**src/rtl/mem_responder.sv**
```systemverilog
// mem_responder: word-addressed memory that answers each request after a fixed
// number of wait cycles, reporting misaligned or out-of-range accesses via err.
module mem_responder #(
   parameter int DEPTH   = 64,
   parameter int LATENCY = 2
) (
   input  logic        clk,
   input  logic        reset,
   input  logic        req,
   input  logic        we,
   input  logic [31:0] addr,
   input  logic [31:0] wd,
   output logic        ready,
   output logic [31:0] rd,
   output logic        err,
   output logic        busy
);
   localparam int AW = $clog2(DEPTH);
   typedef enum logic [1:0] {IDLE, WAIT, RESP} state_t;
   state_t        state;
   logic [3:0]    cnt;
   logic          cap_we;
   logic [31:0]   cap_addr;
   logic [31:0]   cap_wd;
   logic [31:0]   mem [DEPTH];
   logic [AW-1:0] idx;
   logic          legal;
   logic          access;
   assign idx    = cap_addr[AW+1:2];
   assign legal  = cap_addr[1:0] == 2'b00 && cap_addr[31:AW+2] == '0;
   assign access = state == WAIT && cnt == 4'd0;
   // storage has no reset; an aborted write never reaches here because reset forces IDLE
   always_ff @(posedge clk)
      if (access && legal && cap_we) mem[idx] <= cap_wd;
   always_ff @(posedge clk or negedge reset) begin
      if (!reset) begin
         state    <= IDLE;
         cnt      <= 4'd0;
         cap_we   <= 1'b0;
         cap_addr <= 32'h0;
         cap_wd   <= 32'h0;
         ready    <= 1'b0;
         err      <= 1'b0;
         busy     <= 1'b0;
         rd       <= 32'h0;
      end else begin
         case (state)
            IDLE: if (req) begin
               state    <= WAIT;
               cnt      <= 4'(LATENCY - 1);
               cap_we   <= we;
               cap_addr <= addr;
               cap_wd   <= wd;
               busy     <= 1'b1;
            end
            WAIT: if (cnt != 4'd0) cnt <= cnt - 4'd1;
            else begin
               state <= RESP;
               ready <= 1'b1;
               err   <= !legal;
               if (!legal) rd <= 32'h0;
               else if (!cap_we) rd <= mem[idx];
            end
            RESP: begin
               state <= IDLE;
               ready <= 1'b0;
               err   <= 1'b0;
               busy  <= 1'b0;
            end
            default: state <= IDLE;
         endcase
      end
   end
endmodule

```
**config.mk**
```make
export PLATFORM = sky130hd
export DESIGN_NAME = mem_responder
export DESIGN_NICKNAME = d
export VERILOG_FILES = /design/src/rtl/mem_responder.sv
export SDC_FILE = /design/constraint.sdc
export NUM_CORES = 2
export LEC_CHECK = 0
export BUFFER_PORTS_ARGS = -buffer_cell sky130_fd_sc_hd__buf_2
export CAP_MARGIN = 25
export CORE_ASPECT_RATIO = 1.4
export CORE_MARGIN = 2
export CORE_UTILIZATION = 40
export CTS_CLUSTER_SIZE = 40
export DETAILED_ROUTE_END_ITERATION = 7
export PLACE_DENSITY = 0.57
export SYNTH_ARGS = -nofsm -noshare
export SYNTH_HDL_FRONTEND = slang
export SYNTH_SLANG_ARGS = --single-unit
export TNS_END_PERCENT = 5
```
**constraint.sdc**
```tcl
create_clock -name clk -period 3.93 [get_ports clk]
set_input_delay 0.786 -clock clk [delete_from_list [all_inputs] [get_ports clk]]
set_output_delay 0.786 -clock clk [all_outputs]
set_load 0.05 [all_outputs]
```
## After elaboration in Yosys (flattened, before gate mapping)

Memories as Yosys holds them, arrays and structs flattened.
Index checks and enable logic that the tools add are counted.

| storage, ports and cells | value |
|---|---|
| register bits | 106 |
| bits in writable memories | 2048 |
| output and inout bits | 35 |
| memories | 1 |

| cells by class | value |
|---|---|
| add/sub/neg operators | 1 |
| eq/ne operators | 6 |
| muxes and demuxes | 16 |
| bitwise operators | 1 |
| reductions and logical operators | 19 |

Memory list:

| memory | depth | width | read ports | clocked after memory_dff | write ports | line | source |
|---|---|---|---|---|---|---|---|
| mem | 64 | 32 | 1 | 0 | 1 | 25 | `logic [31:0] mem [DEPTH];` |

Operator list:

| kind | count |
|---|---|
| 32-bit 2-to-1 mux | 2 |
| 24-bit zero test | 1 |
| 4-bit 2-to-1 mux | 2 |
| 4-bit case mux with 2 select lines | 1 |
| 2-bit AND reduction | 4 |
| 2-bit inequality test (second input constant) | 3 |
| 1-bit case mux with 2 select lines | 3 |
| 3-bit AND reduction | 2 |
| 2-bit nonzero test | 3 |
| 1-bit 2-to-1 mux | 5 |
| 1-bit logical AND | 4 |
| 2-bit zero test | 2 |
| 4-bit zero test | 1 |
| 2-bit 2-to-1 mux | 2 |
| 2-bit case mux with 2 select lines | 1 |
| 4-bit nonzero test | 1 |
| 4-bit by 1-bit subtractor with 4-bit output (second input constant) | 1 |
| 2-bit by 1-bit equality test with 1-bit output (second input constant) | 1 |
| 2-bit equality test (second input constant) | 1 |
| 2-bit by 1-bit inequality test with 1-bit output (second input constant) | 1 |
| 1-bit zero test | 1 |
| 1-bit NOT | 1 |

## Longest topological paths before layout

| depth | value |
|---|---|
| word-level depth | 6 |
| depth in mapped cells | 10 |
| gate-level depth less buffers | 8 |

## Worst setup path before layout

No wires, ideal clock.

| timing path | value |
|---|---|
| path kind | register to register |
| start | register cnt[0] |
| end | memory mem[24][0] (enable) |
| arrival time | 3018 ps |
| data required time | 3509 ps |
| setup slack | 491 ps |
| cell stages (with the launch flop) | 9 |
| cell sequence | dfrtp_1 > inv_1 > ha_1 > nor3b_1 > nand2b_1 > nor3_1 > and3_1 > nand2_1 > nor2_1 |

| on the way | value |
|---|---|
| cells in the longest elaborated chain, start to end | 6 |

RTL lines:

| what | line | source |
|---|---|---|
| from (decl) | 21 | `logic [3:0] cnt;` |
| from (signal assigned) | 50 | `cnt <= 4'(LATENCY - 1);` |
| from (signal assigned) | 56 | `WAIT: if (cnt != 4'd0) cnt <= cnt - 4'd1;` |
| 4-bit zero test | 31 | `assign access = state == WAIT && cnt == 4'd0;` |
| 1-bit logical AND | 31 |  |
| 1-bit logical AND (2 in series) | 34 | `if (access && legal && cap_we) mem[idx] <= cap_wd;` |
| 1-bit 2-to-1 mux | 34 |  |
| 1-bit 2-to-1 mux (not written as such) | 34 |  |
| to (decl) | 25 |  |

No other way between the ends.

## Worst setup path in the final report

| timing path | value |
|---|---|
| start | register cnt[0] |
| end | memory mem[34][8] (enable) |

Same word-level chain as after synthesis.

==> flow_metrics.env <==
export IMPL_whs_ps=16.9
export IMPL_synth_edff_count=2048
export IMPL_synthXorXnorAreaFrac_pct=0.0217
export IMPL_synthesis_area_um2=80900
export IMPL_max_slew_margin_pct=23.6
export IMPL_gp_congestion=0.787
export IMPL_post_synth_num_cell_types=49
export IMPL_grt_max_degree=71
export IMPL_routedWlPerCell_um=33.4
export IMPL_slowest_delay_ps=530
export IMPL_period_minus_slack_ps=3690
export IMPL_die_x_um=384
export IMPL_synthArstFlopShare_pct=4.92
export IMPL_critPathSlowestCell="nor3_1"
export IMPL_synth_seq_cells=2154
export IMPL_r2r_cells=10
export IMPL_hold_viol_final=0
export IMPL_crit_fanout=22
export IMPL_setup_violations=0
export IMPL_yosysWarnings=0
export IMPL_grt_pass1_vias=40300
export IMPL_cap_violations=0
export IMPL_synth_area_per_cell_um2=22.8
export IMPL_crit_required_ps=4360
export IMPL_hold_class="primary input to async pin"
export IMPL_rr_startpoint="cnt[0]"
export IMPL_cp_top_family="simple AND/OR/NAND/NOR gates"
export IMPL_via_per_inst=5.84
export IMPL_die_area_um2=206000
export IMPL_grt_overflow=0
export IMPL_synth_compound_area_share_pct=2.87
export IMPL_worstSetupPathType="flip-flop to flip-flop"
export IMPL_syn_to_final_growth_pct=15.5
export IMPL_synth_nets=3611
export IMPL_post_cts_resized=0
export IMPL_root_buffer="clkbuf_16"
export IMPL_cts_tree="done"
export IMPL_nets=3958
export IMPL_start_util_pct=40.2
export IMPL_peakVddDrop_uv=607
export IMPL_die_height_um=536
export IMPL_timing_fmax_mhz=271
export IMPL_route_vias_total=39200
export IMPL_holdBufCountCts=0
export IMPL_status="complete, no violations"
export IMPL_slew_violations=0
export IMPL_leakage_nw=29.2
export IMPL_first_pass_iters=7
export IMPL_antenna_found_initial=9
export IMPL_cts_buffer_depth=4
export IMPL_grt_pass1_wl_um=312000
export IMPL_r2r_setup_slack_ps=240
export IMPL_ys_flop_type="edfxtp_1"
export IMPL_drtIter0Drc=4282
export IMPL_cts_setup_buffers=0
export IMPL_core_area_um2=201000
export IMPL_rsz0062_at_grt="no"
export IMPL_drt_drc_violations_left=0
export IMPL_wl_um=224000
export IMPL_timing_rr_end="mem[34][8]"
export IMPL_powerDensity_nw_per_um2=710
export IMPL_yosys_area_share_simple_pct=1.68
export IMPL_synth_top_family_by_area="multiplexers"
export IMPL_dp_hpwl_um=133000
export IMPL_cts_sinks=2154
export IMPL_drive_gt1_share_pct=32.2
export IMPL_ant_nets=0
export IMPL_skew_ps=52.8
export IMPL_synth_largest_area_cell="edfxtp_1"
export IMPL_ys_seq_area_share_pct=79.3
export IMPL_tightest_slew_ps=1150
export IMPL_finalSetupTns_ps=0
export IMPL_worst_slack_ps=238
export IMPL_cp_start_kind="flip-flop"
export IMPL_netlist_area_leader_share_pct=76.0
export IMPL_dp_slack_ps=271
export IMPL_io_buffers=102
export IMPL_io_pins=103
export IMPL_yosys_area_share_adder_pct=0.0155
export IMPL_htree_levels=4
export IMPL_num_rows=195
export IMPL_worstPathArrival_ps=4130
export IMPL_clk_pin_slew_worst_paths_ps=60
export IMPL_synthMuxAreaShare_pct=14.9
export IMPL_synthCells=3542
export IMPL_track_usage_pct=21.7
export IMPL_clk_latency_ps=840
export IMPL_crit_path_cell_trace="inv_1, ha_1, nor3b_1, nand2b_1, nor3_1, buf_4, and3_1, nand2_1, nor2_4, buf_4"
export IMPL_cts_buffers=199
export IMPL_post_route_period_util_pct=93.9
export IMPL_synth_area_leaders="edfxtp_1 76%, mux4_2 14%, dfrtp_1 3.3%"
export IMPL_cp_end_kind="flip-flop"
export IMPL_cpMostUsedCell="buf_4"
export IMPL_crit_buf_inv=3
[layer usage]
layer / up-vias / routed length [um] / track usage (%)
met3: 402 / 14100 / 3.34
met5: - / 27 / 0
met4: 4 / 9210 / 7.80
met1: 21400 / 83800 / 27.1
li1: 15800 / - / -
met2: 1535 / 117000 / 38.2
[synthesized netlist by cell type, drive strengths merged, types with 2 or more instances]
master	n
a21oi	8
a221o	10
a22oi	246
and3	8
buf	114
clkbuf	80
dfrtp	106
edfxtp	2048
inv	9
mux2	65
mux2i	21
mux4	494
nand2	53
nand2b	8
nand3	7
nand4	62
nor2	110
nor2b	5
nor3	3
nor3b	4
nor4	10
nor4b	2
o21ai	39
o22ai	9
o311ai	2
or3	2
or3b	2
xor2	2
[worst max-delay path by stage]
stage	startpoint	to	slack [ps]	cells after the start
after floorplan	cnt[0]	mem[24][0]	490	8
after global placement	cap_addr[8]	mem[31][8]	320	9
after detailed placement	cap_addr[8]	mem[31][7]	270	9
after CTS	cap_addr[8]	mem[31][10]	260	9
after global routing	cnt[0]	mem[31][10]	100	11
final	cnt[0]	mem[34][8]	240	10
[report_power, final]
part / total [W] / internal (W) / switching [W]
clock: 0.0187 / 0.0105 / 0.00828
combinational: 0.0173 / 0.00687 / 0.0104
sequential: 0.0303 / 0.0288 / 0.00143
[cell type report]
| class | count | area [um^2] |
|---|---|---|
| Multi-Input combinational cell | 1185 | 16300 |
| Tap cell | 2659 | 3330 |
| Inverter | 9 | 33.8 |
| Timing Repair Buffer | 340 | 3260 |
| Fill cell | 16600 | 108000 |
| Sequential cell | 2154 | 64200 |
| Clock inverter | 86 | 668 |
| Clock buffer | 271 | 5550 |
| Antenna cell | 3 | 7.51 |
[logic make-up after synthesis]
kind of cell,count (synthesis)
buffers and inverters,203
AND/OR/NAND/NOR,280
multiplexers,580
adder cells (fa/ha/maj),1
XOR/XNOR,2
flip-flops,2154
AO/OA/AOI/OAI,322
[sequential cells by signal (all words and copies together) (netlist names)]
register	count
cap_addr	32
cap_wd	32
cap_we	1
cnt	4
busy	1
rd	32
state	2
err	1
mem	2048
ready	1
[cell usage in the layout, fill, tap and decap left out, drive strengths merged, types with 2 or more instances in the layout]
cell,synthesis,final
clkinvlp,0,7
nor2,110,110
and3,8,8
mux2i,21,21
a21oi,8,8
nor4,10,10
bufinv,0,9
diode,0,3
o21ai,39,39
clkinv,0,64
xor2,2,2
or3,2,2
nor2b,5,5
clkbuf,80,271
inv,9,15
edfxtp,2048,2048
mux2,65,65
o22ai,9,9
or3b,2,2
nor3,3,3
nand2,53,53
nand3,7,7
nor3b,4,4
nand2b,8,8
buf,114,340
nand4,62,62
o311ai,2,2
a221o,10,10
nor4b,2,2
mux4,494,494
dfrtp,106,106
a22oi,246,246
[metrics by stage]
step	std cells	area, um^2	util, %	power, W
finish	6707	93400	46.4	0.0663
global route	6705	93400	46.4	0.0685
CTS	6699	93300	46.3	0.0667
detailed placement	6342	87000	43.2	0.0482
global placement	6334	86900	43.2	0.0477
floorplan	3542	80900	-	0.0408
No activity file was read; power rests on OpenSTA's default activity.
